$ cat src/rtl/tick_run_ctrl.sv
// ---------------------------------------------------------------------------
// tick_run_ctrl
//
// Single-clock run controller for the tick counter / LED blinker datapath.
// A free-running prescaler produces a one-cycle tick enable every CLK_DIV
// clock cycles while the controller is running, so no divided clocks are
// needed. Counting is sequenced by start / pause / clear commands and stops
// at a programmable terminal value.
//
// Parameters:
//   CLK_DIV  clk cycles per tick (>= 2)
//   CNT_W    width of count and limit
//
// Ports:
//   clk    in   system clock, all flops on posedge
//   rst    in   asynchronous reset, active low
//   start  in   start / resume command (one-cycle pulse)
//   pause  in   pause command
//   clear  in   clear command, highest priority
//   limit  in   terminal count, captured on a start from IDLE or DONE
//   count  out  current count (registered)
//   led    out  toggles on every tick (registered)
//   tick   out  one-cycle pulse coincident with each new count value
//   done   out  one-cycle pulse when count reaches the captured limit
//   busy   out  1 while in RUN or PAUSE
//   state  out  IDLE=0, RUN=1, PAUSE=2, DONE=3
//
// Build option:
//   TICK_AUTO_RELOAD_EN  when defined, reaching the limit pulses done but the
//                        controller stays in RUN and the next tick reloads
//                        count to 0 (0,1,..,limit,0,1,...). Only clear or
//                        pause stops counting. When undefined, reaching the
//                        limit moves to DONE and count holds.
// ---------------------------------------------------------------------------
module tick_run_ctrl #(
   parameter int CLK_DIV = 100_000,
   parameter int CNT_W   = 9
) (
   input  logic             clk,
   input  logic             rst,
   input  logic             start,
   input  logic             pause,
   input  logic             clear,
   input  logic [CNT_W-1:0] limit,
   output logic [CNT_W-1:0] count,
   output logic             led,
   output logic             tick,
   output logic             done,
   output logic             busy,
   output logic [1:0]       state
);

   // Prescaler width; CLK_DIV >= 2 keeps this at least one bit.
   localparam int PRE_W = (CLK_DIV > 1) ? $clog2(CLK_DIV) : 1;
   localparam logic [PRE_W-1:0] PRE_LAST = PRE_W'(CLK_DIV - 1);

   localparam logic [1:0] ST_IDLE  = 2'd0;
   localparam logic [1:0] ST_RUN   = 2'd1;
   localparam logic [1:0] ST_PAUSE = 2'd2;
   localparam logic [1:0] ST_DONE  = 2'd3;

   logic [PRE_W-1:0] pre;
   logic [PRE_W-1:0] pre_nxt;
   logic [CNT_W-1:0] limit_q;
   logic [CNT_W-1:0] limit_q_nxt;
   logic [CNT_W-1:0] count_nxt;
   logic [CNT_W-1:0] count_inc;
   logic [1:0]       state_nxt;
   logic             led_nxt;
   logic             tick_nxt;
   logic             done_nxt;
   logic             busy_nxt;
   logic             start_cmd;

   // A start is only honoured when no pause is present, since pause outranks
   // start; clear is handled ahead of everything else in the next-state logic.
   assign start_cmd = start & ~pause;

   // Incremented count, used both for the normal tick advance and, in the
   // auto-reload build, as the non-wrapping branch of the reload mux.
   assign count_inc = count + CNT_W'(1);

   // Next-state logic for the whole controller. Everything defaults to
   // "hold", tick and done default low so they are one-cycle pulses.
   // clear wins in every state and suppresses tick/done. In RUN a pause takes
   // effect before the prescaler is examined, so a wrap landing on the same
   // cycle is dropped and the prescaler stays parked at its last value; the
   // tick then fires on the first RUN cycle after the resume.
   always_comb begin
      state_nxt   = state;
      pre_nxt     = pre;
      count_nxt   = count;
      led_nxt     = led;
      limit_q_nxt = limit_q;
      tick_nxt    = 1'b0;
      done_nxt    = 1'b0;

      if (clear) begin
         state_nxt = ST_IDLE;
         pre_nxt   = '0;
         count_nxt = '0;
         led_nxt   = 1'b0;
      end else begin
         case (state)
            ST_RUN: begin
               if (pause) begin
                  state_nxt = ST_PAUSE;
               end else if (pre == PRE_LAST) begin
                  pre_nxt  = '0;
                  led_nxt  = ~led;
                  tick_nxt = 1'b1;
`ifdef TICK_AUTO_RELOAD_EN
                  count_nxt = (count == limit_q) ? '0 : count_inc;
`else
                  count_nxt = count_inc;
`endif
                  if (count_nxt == limit_q) begin
                     done_nxt = 1'b1;
`ifndef TICK_AUTO_RELOAD_EN
                     state_nxt = ST_DONE;
`endif
                  end
               end else begin
                  pre_nxt = pre + PRE_W'(1);
               end
            end

            ST_PAUSE: begin
               if (start_cmd) begin
                  state_nxt = ST_RUN;
               end
            end

            default: begin
               // IDLE and DONE share the start behaviour: capture the limit,
               // restart count and prescaler phase. led is left as it is.
               if (start_cmd) begin
                  limit_q_nxt = limit;
                  count_nxt   = '0;
                  pre_nxt     = '0;
`ifdef TICK_AUTO_RELOAD_EN
                  state_nxt   = ST_RUN;
`else
                  if (limit == '0) begin
                     state_nxt = ST_DONE;
                     done_nxt  = 1'b1;
                  end else begin
                     state_nxt = ST_RUN;
                  end
`endif
               end
            end
         endcase
      end

      busy_nxt = (state_nxt == ST_RUN) || (state_nxt == ST_PAUSE);
   end

   // All controller state lives in one register bank so state and busy are
   // always updated on the same edge and can never disagree.
   always_ff @(posedge clk or negedge rst) begin
      if (!rst) begin
         state   <= ST_IDLE;
         pre     <= '0;
         count   <= '0;
         limit_q <= '0;
         led     <= 1'b0;
         tick    <= 1'b0;
         done    <= 1'b0;
         busy    <= 1'b0;
      end else begin
         state   <= state_nxt;
         pre     <= pre_nxt;
         count   <= count_nxt;
         limit_q <= limit_q_nxt;
         led     <= led_nxt;
         tick    <= tick_nxt;
         done    <= done_nxt;
         busy    <= busy_nxt;
      end
   end

endmodule

$ cat config.mk
export PLATFORM = sky130hd
export DESIGN_NAME = tick_run_ctrl
export DESIGN_NICKNAME = d
export VERILOG_FILES = /design/src/rtl/tick_run_ctrl.sv
export SDC_FILE = /design/constraint.sdc
export NUM_CORES = 1
export LEC_CHECK = 0
export ABC_AREA = 1
export CAP_MARGIN = 10
export CORE_MARGIN = 2
export CORE_UTILIZATION = 62
export CTS_BUF_LIST = sky130_fd_sc_hd__clkbuf_4 sky130_fd_sc_hd__clkbuf_8
export CTS_CLUSTER_DIAMETER = 60
export DETAILED_ROUTE_END_ITERATION = 10
export GPL_TIMING_DRIVEN = 1
export PLACE_DENSITY = 0.88
export SYNTH_ARGS = -nofsm -noshare
export SYNTH_HDL_FRONTEND = slang
export SYNTH_SLANG_ARGS = --single-unit
$ cat constraint.sdc
create_clock -name clk -period 3.48 [get_ports clk]
set_input_delay 0.522 -clock clk [delete_from_list [all_inputs] [get_ports clk]]
set_output_delay 0.522 -clock clk [all_outputs]
set_load 0.01 [all_outputs]
# --- Word-level counts from Yosys, hierarchy flattened ---
# Cells that the tools add are included.
op_classes:
  add_sub_neg: 2
  eq_ne: 10
  n_mux: 33
  bitwise: 5
  reduce_logical: 10
ops:
  columns: ["op", "n"]
  rows:
  - ["17-bit 2-to-1 mux", 4]
  - ["9-bit 2-to-1 mux", 4]
  - ["17-bit case mux with 2 select lines", 1]
  - ["9-bit case mux with 2 select lines", 1]
  - ["17-bit by 1-bit adder with 17-bit output, second input constant", 1]
  - ["17-bit equality test, second input constant", 1]
  - ["1-bit 2-to-1 mux", 14]
  - ["2-bit 2-to-1 mux", 7]
  - ["9-bit by 1-bit adder with 9-bit output, second input constant", 1]
  - ["9-bit equality test", 1]
  - ["9-bit zero test", 1]
  - ["3-bit AND reduction", 3]
  - ["3-bit inequality test, second input constant", 2]
  - ["2-bit by 1-bit equality test with 1-bit output, second input constant", 2]
  - ["2-bit equality test, second input constant", 2]
  - ["1-bit inverter", 4]
  - ["2-bit case mux with 2 select lines", 1]
  - ["4-bit AND reduction", 1]
  - ["2-bit nonzero test", 2]
  - ["3-bit nonzero test", 1]
  - ["2-bit by 1-bit inequality test with 1-bit output, second input constant", 1]
  - ["2-bit inequality test, second input constant", 1]
  - ["1-bit case mux with 2 select lines", 1]
  - ["2-bit OR reduction", 1]
  - ["other kinds (2)", 2]
word_totals:
  ff_bits: 41
  inputBits: 14
  output_inout_bits: 15
  wordCells: 68

# --- Logic depth before layout (Yosys ltp) ---
# Gate-level depths: netlist (run 1).
depth:
  depth_word: 9
  depth_mapped: 16
  depth_no_buf: 16

# --- Least setup slack after synthesis (run 1) ---
# No wires, ideal clock.
synth_timing:
  path_kind: "register to register"
  from: "register count[0]"
  to: "register busy"
  setup_time_ns: 0.116
  arrival_time_ns: 1.735
  required_ns: 3.364
  path_slack_ns: 1.628
  path_stages_with_launch: 17
  n_path_buf: 0
  synth_period_minus_slack_ns: 1.852
  path_cell_list: "dfrtp_1 ha_1 nand2_2 nor2_4 nand2_1 nand2_1 nand2_2 nand2_1 nand2_1 nor2_2 nand4_1 nand2_1 nand2_2 nand2_1 nand2_1 nand2_1 nand2_1"
synth_via:
  elab_chain_len: 9
  word_cells_on_any_way: 10
  classes_between: "add/sub (1); eq/ne (3); mux (5); reduce/logical (1)"
synth_rtl:
  columns: ["element", "line", "rtl"]
  rows:
  - ["from (decl)", "45", "output logic [CNT_W-1:0] count,"]
  - ["from (signal assigned)", "174", "count <= count_nxt;"]
  - ["9-bit by 1-bit adder with 9-bit output (*)", "81", "assign count_inc = count + CNT_W'(1);"]
  - ["9-bit equality test (*)", "117", "if (count_nxt == limit_q) begin"]
  - ["2-bit 2-to-1 mux (*)", "117", null]
  - ["2-bit 2-to-1 mux (*)", "108", "end else if (pre == PRE_LAST) begin"]
  - ["2-bit 2-to-1 mux (*)", "106", "if (pause) begin"]
  - ["2-bit case mux with 2 select lines (*)", "104", "case (state)"]
  - ["2-bit 2-to-1 mux (*)", "98", "if (clear) begin"]
  - ["2-bit by 1-bit equality test with 1-bit output or 2-bit equality test (tied branches)", "156", "busy_nxt = (state_nxt == ST_RUN) || (state_nxt == ST_PAUSE);"]
  - ["1-bit logical OR (*)", "156", null]
  - ["named net busy_nxt", "72", "logic busy_nxt;"]
  - ["to (signal assigned)", "179", "busy <= busy_nxt;"]
  - ["to (decl)", "49", "output logic busy,"]
# The timed path passes the listed nets; every way through them passes the cells marked *.
# A chain may end at the register's enable or synchronous reset.

# --- Worst setup path in the final report (run 1) ---
layout_timing:
  from: "input pause"
  to: "register count[6]"
layout_via:
  elab_chain_len: 4
  word_cells_on_any_way: 5
  classes_between: "eq/ne (1); bitwise (2); reduce/logical (2)"
layout_rtl:
  columns: ["element", "line", "rtl"]
  rows:
  - ["from (decl)", "42", "input logic pause,"]
  - ["1-bit inverter", "77", "assign start_cmd = start & ~pause;"]
  - ["1-bit bitwise AND", "77", null]
  - ["3-bit nonzero test (no source line)", null, null]
  - ["4-bit AND reduction (no source line) (*)", null, null]
# Mark *: on every way between the ends. The rest lies on a longest branch, timed or not.

==> results.md, run 1 <==
- Hold Violations, Final: 0
- Most frequent cell after synthesis: nand2_1
- Synthesized cell area: 2340 sq um
- Initial Utilization: 64.0%
- Max clock buf depth: 2
- Met1 Resource Use GR: 38.6%
- Status: completed
- Met3 track demand over resource: 5.99%
- Max Cap Viol: 0
- Final setup skew: 0.00522 ns
- Filler instances: 271
- GRT busiest layer: met2
- Placer Congestion: 0.916
- Req. time, crit path: 3.69 ns
- CTS Root Cell: clkbuf_8
- DRT antenna net count: 0
- Max Freq: 410 MHz
- Core Area: 3660 sq um
- Clock transition at path regs: 0.07 ns
- Clk_lat worst skew: 0.29 ns
- Gr usage total: 28.5%
- Row count: 22
- Sink Count: 41
- CTS Buf Count: 5
- Share of layout cells above drive strength 1: 6.80%
- Area growth syn-to-layout: 18.0%
- Initial DRC count: 296
- Nets: 370
- CTS Hold Bufs: 0
- Worst-margin pin slew: 0.917 ns
- Remaining DRCs: 0
- FF+latch area: 1030 sq um
- Worst vdd ir: 0.383 mV
- First-pass GRT wire length: 9.22 mm
- Area contributors post-synth: dfrtp_1 44%, nand2_1 12%, inv_1 8.2%
- Pre-Repair DR Iteration Count: 5
- Top_reg_cell synth: dfrtp_1
- Met2 Use GR: 45.5%
- Worst Path Arrival: 2.65 ns
- Unrepaired setup endpoints after global routing: false
- Top cell type's share of synthesized area: 43.8%
- Slew margin rel.: 38.9%
- TritonCTS clock tree: yes
- Die X: 65.5 microns
- Die H: 65.5 microns
- GRT overflow: 0
- Yosys Warn Count: 0
- EDFF count, synth: 0
- Synth cell count leaders: 77 x nand2_1, 51 x inv_1, 41 x dfrtp_1, 27 x nor2_1, 24 x nand3_1
- DR vias: 2222
- Synth cell types: 31
- Vias in the first global route: 2080
- Final setup viols: 0
- PD cells: 492 nW/um^2
- Post-synthesis sequential area ratio: 43.8%
- Period utilization: 70.1%
- Resize count post-CTS: 0
- Setup ws final: 1.04 ns
- Lkg Pwr: 1.24 nW
- DR WL/cell: 13.3 microns
- Die area: 4290 sq um
- Largest net degree at the start of global routing: 42
- Async set or reset register ratio after synthesis: 100%
- Syn Inst Count: 319
- Final TNS setup: 0 ns
- Slew Viols, Final: 0
- Synth Register Bits: 41
- Dpl ws: 0.775 ns
- I/O pin cnt: 29
- Setup bufs post-CTS: 0
- Synth area leader: dfrtp_1
- CP Max Fanout: 13
- Startpoint types: input port
- Multi-input logic area: 1110 sq um
- Net count of the mapped netlist: 337
- Ant. Diodes: 0
- Routed wire length: 5.34 mm
- Crit path capture type: flip-flop
- Syn Area/Cell: 7.35 sq um
- Worst hold path class: in -> async
- Kind of critical path: in -> reg
- I/O Buffers: 28
- Initial antenna violation count: 0
- Final min period: 2.44 ns
- DP HPWL: 3.91 mm
- Vias per inst: 5.54
- H-Tree Depth: 2
-- per-stage QoR --
stage	power (mW)	cell area [sq um]	std cells	hold WS, ns	utilization, %
2_1_floorplan	0.897	2340	319	0.226	-
5_1_grt	1.45	2770	401	0.429	75.6
6_report	1.36	2770	401	0.352	75.6
4_1_cts	1.37	2770	401	0.384	75.6
3_3_place_gp	1.02	2680	393	0.488	73.1
3_5_place_dp	1.04	2680	393	0.495	73.1
-- logic make-up (layout without fill, tap and decap cells) --
| family | after synthesis | after routing | synth area share, % |
|---|---|---|---|
| xor gates and xnor gates | 3 | 3 | 1.12 |
| buffers and inverters | 55 | 89 | 8.86 |
| adders and majority gates | 4 | 4 | 2.13 |
| and+or+nand+nor | 163 | 163 | 31.1 |
| AOI/OAI and AO/OA | 53 | 53 | 13.0 |
| DFF | 41 | 41 | 43.8 |
-- critical path, cell delays in order --
cell and delay [ns]:
clkdlybuf4s50_1 0.45, nor2_1 0.29, o21ai_0 0.14, nand2_1 0.32, inv_1 0.23, nor2_4 0.25, nand2_1 0.24, o22ai_1 0.20
-- state kept, by name, summed over array words and instances (netlist names) --
name and cells:
done 1, busy 1, led 1, limit_q 9
tick 1, count 9, state 2, pre 17
-- report_power, final --
group	switching [mW]	internal, mW	total [mW]
logic	0.245	0.173	0.418
registers	0.0697	0.551	0.621
clock network	0.155	0.166	0.321
-- cell type report --
cell class,count,share of cell area (%)
multi-input cells,223,40.2
flip-flops and latches,41,37.1
repair buffers,29,10.2
inverters,52,7.06
clock buffers,8,3.30
well taps,48,2.17
-- cell usage in the layout (no fill, tap or decap), types with 2 or more instances in the layout --
cell type        instances
nor2_4                   2
a21oi_1                 14
nand3b_1                 2
clkbuf_8                 5
nand2_1                 77
ha_1                     4
nor2_1                  27
o21ai_1                  4
inv_1                   51
nand3_1                 24
dfrtp_1                 41
nor4_1                   2
nand2_2                  5
clkdlybuf4s50_1         27
nor3_1                  12
xnor2_1                  2
nand4_1                  6
nor3b_1                  2
o22ai_1                  7
o21ai_0                 21
clkbuf_4                 3
nor2_2                   3
-- path summary, 6_finish.rpt --
kind	depth (start not counted)	startpoint	end	slack (ns)
max	8	pause	count[6]$_DFFE_PN0P_	1.04
min reg2reg	2	limit_q[6]$_DFFE_PN0P_	limit_q[6]$_DFFE_PN0P_	0.51
max reg2reg	10	state[1]$_DFF_PN0_	count[6]$_DFFE_PN0P_	1.16
min	1	rst	limit_q[4]$_DFFE_PN0P_	0.35
min in group clk	2	limit_q[6]$_DFFE_PN0P_	limit_q[6]$_DFFE_PN0P_	0.51
max in group asynchronous	1	rst	pre[5]$_DFFE_PN0P_	2.55
-- per-layer routing --
| metal | vias up | wire length (microns) |
|---|---|---|
| li1 | 1099 | - |
| met3 | 8 | 387 |
| met1 | 1040 | 2300 |
| met5 | - | 0 |
| met4 | 0 | 79 |
| met2 | 75 | 2570 |
Note: power is estimated with default switching activity, not from simulation.
==> run 2: changes to the inputs <==
CORE_UTILIZATION = 57   (was 62)
PLACE_DENSITY = 0.82   (was 0.88)
clock period = 2.4 ns   (was 3.48 ns; I/O delays follow)
==> run 2 against run 1 <==
Clock power rose by 85%; non-clock buffer count rose by 6; worst hold slack got worse by 0.16 ns; critical path depth rose by 3; total power rose by 55%; clock skew rose by 0.010 ns; count of clock-buffer cells in the layout fell by 1; global-route usage fell by 2.3 points; combinational power rose by 50%; die area rose by 8.2%; sequential power rose by 44%; critical endpoint is now count[4]$_DFFE_PN0P_; largest cell class unchanged; highest routed layer unchanged.
==> results.md, run 2 (same netlist as run 1, synthesis figures left out) <==
- Status: completed
- CP Max Fanout: 7
- Setup bufs post-CTS: 0
- Vias in the first global route: 1992
- DP HPWL: 4.00 mm
- Routed wire length: 5.29 mm
- Kind of critical path: reg -> reg
- First-pass GRT wire length: 8.97 mm
- Reg with most FFs: pre
- Final setup skew: 0.0152 ns
- Ant. Diodes: 0
- GRT overflow: 0
- Initial antenna violation count: 0
- Reg2Reg Depth: 11
- Clock transition at path regs: 0.08 ns
- CTS Hold Bufs: 0
- H-Tree Depth: 2
- Most common cell after layout, fill and taps aside: nand2_1
- Placer Congestion: 0.894
- Die area: 4640 sq um
- Crit path capture type: flip-flop
- TritonCTS clock tree: yes
- Area growth syn-to-layout: 21.2%
- Period utilization: 85.2%
- I/O pin cnt: 29
- Most frequent cells in the layout: 77 x nand2_1, 51 x inv_1, 41 x dfrtp_1, 27 x nor2_1, 27 x clkdlybuf4s50_1
- DR WL/cell: 12.9 microns
- Pre-Repair DR Iteration Count: 5
- Crit path launch: pre[0]$_DFFE_PN0P_
- Unrepaired setup endpoints after global routing: false
- I/O Buffers: 28
- Max clock buf depth: 2
- Worst vdd ir: 0.457 mV
- PD cells: 743 nW/um^2
- Largest net degree at the start of global routing: 42
- Initial DRC count: 151
- Die X: 68.1 microns
- Regs by FF count: pre x17, count x9, limit_q x9
- Sink Count: 41
- Max reg flops: 17
- CTS Root Cell: clkbuf_8
- Final setup viols: 0
- DRT antenna net count: 0
- Final min period: 2.05 ns
- Worst setup endpoint: count[4]$_DFFE_PN0P_
- Worst Path Arrival: 2.25 ns
- Final TNS setup: 0 ns
- Row count: 23
- Worst-margin pin slew: 0.915 ns
- R2r startpoint: pre[0]$_DFFE_PN0P_
- DR vias: 2203
- Startpoint types: flip-flop
- Reg2Reg Capture Point: count[4]$_DFFE_PN0P_
- Max Freq: 489 MHz
- Initial Utilization: 59.0%
- Share of layout cells above drive strength 1: 8.36%
- Resize count post-CTS: 0
- Req. time, crit path: 2.60 ns
- Final core utilization: 71.6%
- Max Cap Viol: 0
- FF-to-FF setup slack: 0.35 ns
- Clk_lat worst skew: 0.30 ns
- Gr usage total: 26.2%
- Die H: 68.1 microns
- Hold Violations, Final: 0
- Lkg Pwr: 1.28 nW
- Worst hold path class: in -> async
- Slew Viols, Final: 0
- Slew margin rel.: 39.0%
- Nets: 376
- Core Area: 3970 sq um
- Vias per inst: 5.39
- Remaining DRCs: 0
- CTS Buf Count: 5
## run 2: cell types whose count changed in the layout (fill, tap and decap cells not counted), sizes merged
cell,before,now
bufinv,0,1
buf,2,8
clkbuf,8,7
## run 2: report_power, final
part           internal, mW  leakage [nW]  switching (mW)  total [mW]
clock network         0.351        0.0619           0.242       0.593
registers             0.799         0.556          0.0929       0.892
logic                 0.269         0.665           0.360       0.629
total                  1.42          1.28           0.695        2.11
## run 2: final cells by class
type	count	area, sq um
fill	325	1130
multi-input combinational	223	1110
sequential	41	1030
timing repair buffer	35	328
inverter	52	195
clock buffer	7	90.1
tap	50	62.6
clock inverter	1	30.0
## run 2: worst min-delay path by stage
| stage | end | slack (ns) | cells past startpoint |
|---|---|---|---|
| detailed placement | limit_q[7]$_DFFE_PN0P_ | 0.49 | 2 |
| global placement | limit_q[2]$_DFFE_PN0P_ | 0.49 | 2 |
| finish | limit_q[4]$_DFFE_PN0P_ | 0.19 | 1 |
| CTS | limit_q[8]$_DFFE_PN0P_ | 0.22 | 1 |
| global route | limit_q[4]$_DFFE_PN0P_ | 0.26 | 1 |
| floorplan | busy$_DFF_PN0_ | 0.06 | 0 |
## run 2: stage by stage
| step | instances | power, mW | cell area [sq um] | worst slack (ns) | hold slack [ns] |
|---|---|---|---|---|---|
| floorplan | 319 | 1.30 | 2340 | 0.548 | 0.0644 |
| global placement | 401 | 1.51 | 2720 | 0.315 | 0.492 |
| detailed placement | 401 | 1.53 | 2720 | 0.244 | 0.495 |
| CTS | 409 | 2.13 | 2840 | 0.352 | 0.220 |
| global route | 409 | 2.25 | 2840 | 0.130 | 0.256 |
| finish | 409 | 2.11 | 2840 | 0.354 | 0.188 |
## run 2: routing by layer
layer | up-vias | track usage, % | wire, microns
li1 | 1109 | - | -
met1 | 1004 | 35.3 | 2400
met2 | 73 | 40.3 | 2440
met3 | 17 | 7.40 | 317
met4 | 0 | 9.75 | 138
met5 | - | 0 | 0
## run 2: worst max-delay path, stage by stage (launching register included)
cell and delay (ns):
dfrtp_1 0.42, ha_1 0.23, nand2_1 0.06, nor2_1 0.10, nand2_1 0.13, inv_1 0.12, nand2_1 0.07, o21ai_1 0.26
inv_2 0.09, nor2_4 0.11, nand2_1 0.18, o22ai_1 0.18
==> patch (config.mk and constraints of run 2) <==
The output `done` loses its register stage (`done` becomes a continuous assignment). Comments in the files are not updated.
--- a/src/rtl/tick_run_ctrl.sv
+++ b/src/rtl/tick_run_ctrl.sv
@@ -166,7 +166,6 @@
          limit_q <= '0;
          led     <= 1'b0;
          tick    <= 1'b0;
-         done    <= 1'b0;
          busy    <= 1'b0;
       end else begin
          state   <= state_nxt;
@@ -175,10 +174,11 @@
          limit_q <= limit_q_nxt;
          led     <= led_nxt;
          tick    <= tick_nxt;
-         done    <= done_nxt;
          busy    <= busy_nxt;
       end
    end
 
+   assign done = done_nxt;
+
 endmodule
 
Function: changed (a bounded check fails within 4 cycles, from zero or initial values and one cycle with rst low).
==> patch against run 2 <==
  * Clock skew shrank 0.0088 ns
  * Cell area grew 4.0%
  * Synthesized area shrank 1.1%
  * Count of clock-buffer cells in the layout grew 1
  * Power shrank 3.9%
  * Worst hold slack lost 0.0084 ns
  * Sequential share of layout area shrank 2.2 points
  * Sequential cell count shrank 1
  * Synthesized cell count shrank 0.31%
  * Clock power shrank 16%
  * Critical path depth shrank 1
  * Routed wire length grew 7.0%
  * Worst setup slack lost 0.25 ns
==> patch: results <==
[grt]
globalRouteMet2Util_pct = 45.6
grt_use_met1_pct = 35.4
grtUsageTotal_pct = 27.1
grt_first_pass_wirelength_um = 9400

[route]
vias_per_cell = 5.41
wl_met1_um = 2530
routed_wire_length_on_met3_um = 306
finalWirelength_um = 5660
total_length_of_routed_met2_wires_um = 2750
detail_route.iter0.violations = 194

[synth]
synth.yosys.seq_area_share_pct = 43.1
syn-mean-instance-area_um2 = 7.29
synth_top_cells_by_count = "sky130_fd_sc_hd__nand2_1 (77), sky130_fd_sc_hd__inv_1 (51), sky130_fd_sc_hd__dfrtp_1 (40)"

[timing]
timing.slew.headroom_pct = 40.7
skew_ns = 0.00638
timing.hold.ws_ns = 0.180

[critical_path]
timing.critical_path.arrival_ns = 1.94
timing.critical_path.fanout_max = 4
regToRegSetupSlack_ns = 0.26

[placed_design]
gp_congestion = 0.888
dp.final_hpwl_um = 4160
dp_worst_setup_slack_ns = -0.0777
dpl_cell_area_um2 = 2800
count_of_placed_standard_cells_including_taps = 414

[run_status]
status = "complete, no violations"

[power_and_ir_drop]
switching_share_pct = 34.9
vdd_drop_max_mv = 0.434
power_clock_mw = 0.496

[final_layout]
areaGrowthSynthToFinish_pct = 27.5
post_layout_nonfiller_instances = 423
final.fill_count = 300
## patch: cell families (layout without fill, tap and decap cells)
group	Yosys count	count (layout)	synth area share [%]
fa+ha+maj	4	4	2.16
xor+xnor	3	3	1.13
buf+inv	55	110	8.95
simple gates	163	163	31.4
flops	40	40	43.1
compound gates	53	53	13.2
## patch: final timing paths
check,end,startpoint
max in group asynchronous,count[2],rst
worst max register to register,count[6],pre[0]
worst max-delay path,done,count[0]
min in group clk,limit_q[0],limit_q[0]
worst min-delay path,count[4],rst
worst min register to register,limit_q[0],limit_q[0]
## patch: layout make-up
class,instances,area share (%)
Multi-Input combinational cell,223,39.4
Tap cell,50,2.12
Sequential cell,40,33.9
Inverter,52,6.60
Clock buffer,8,3.30
Timing Repair Buffer,50,14.7
## patch: timing repair
| action | CTS | global route |
|---|---|---|
| setup endpoints to repair | 1 | 1 |
| gates resized for setup | 7 | 9 |
| setup buffers | 0 | 1 |
| pin swaps | 3 | 6 |
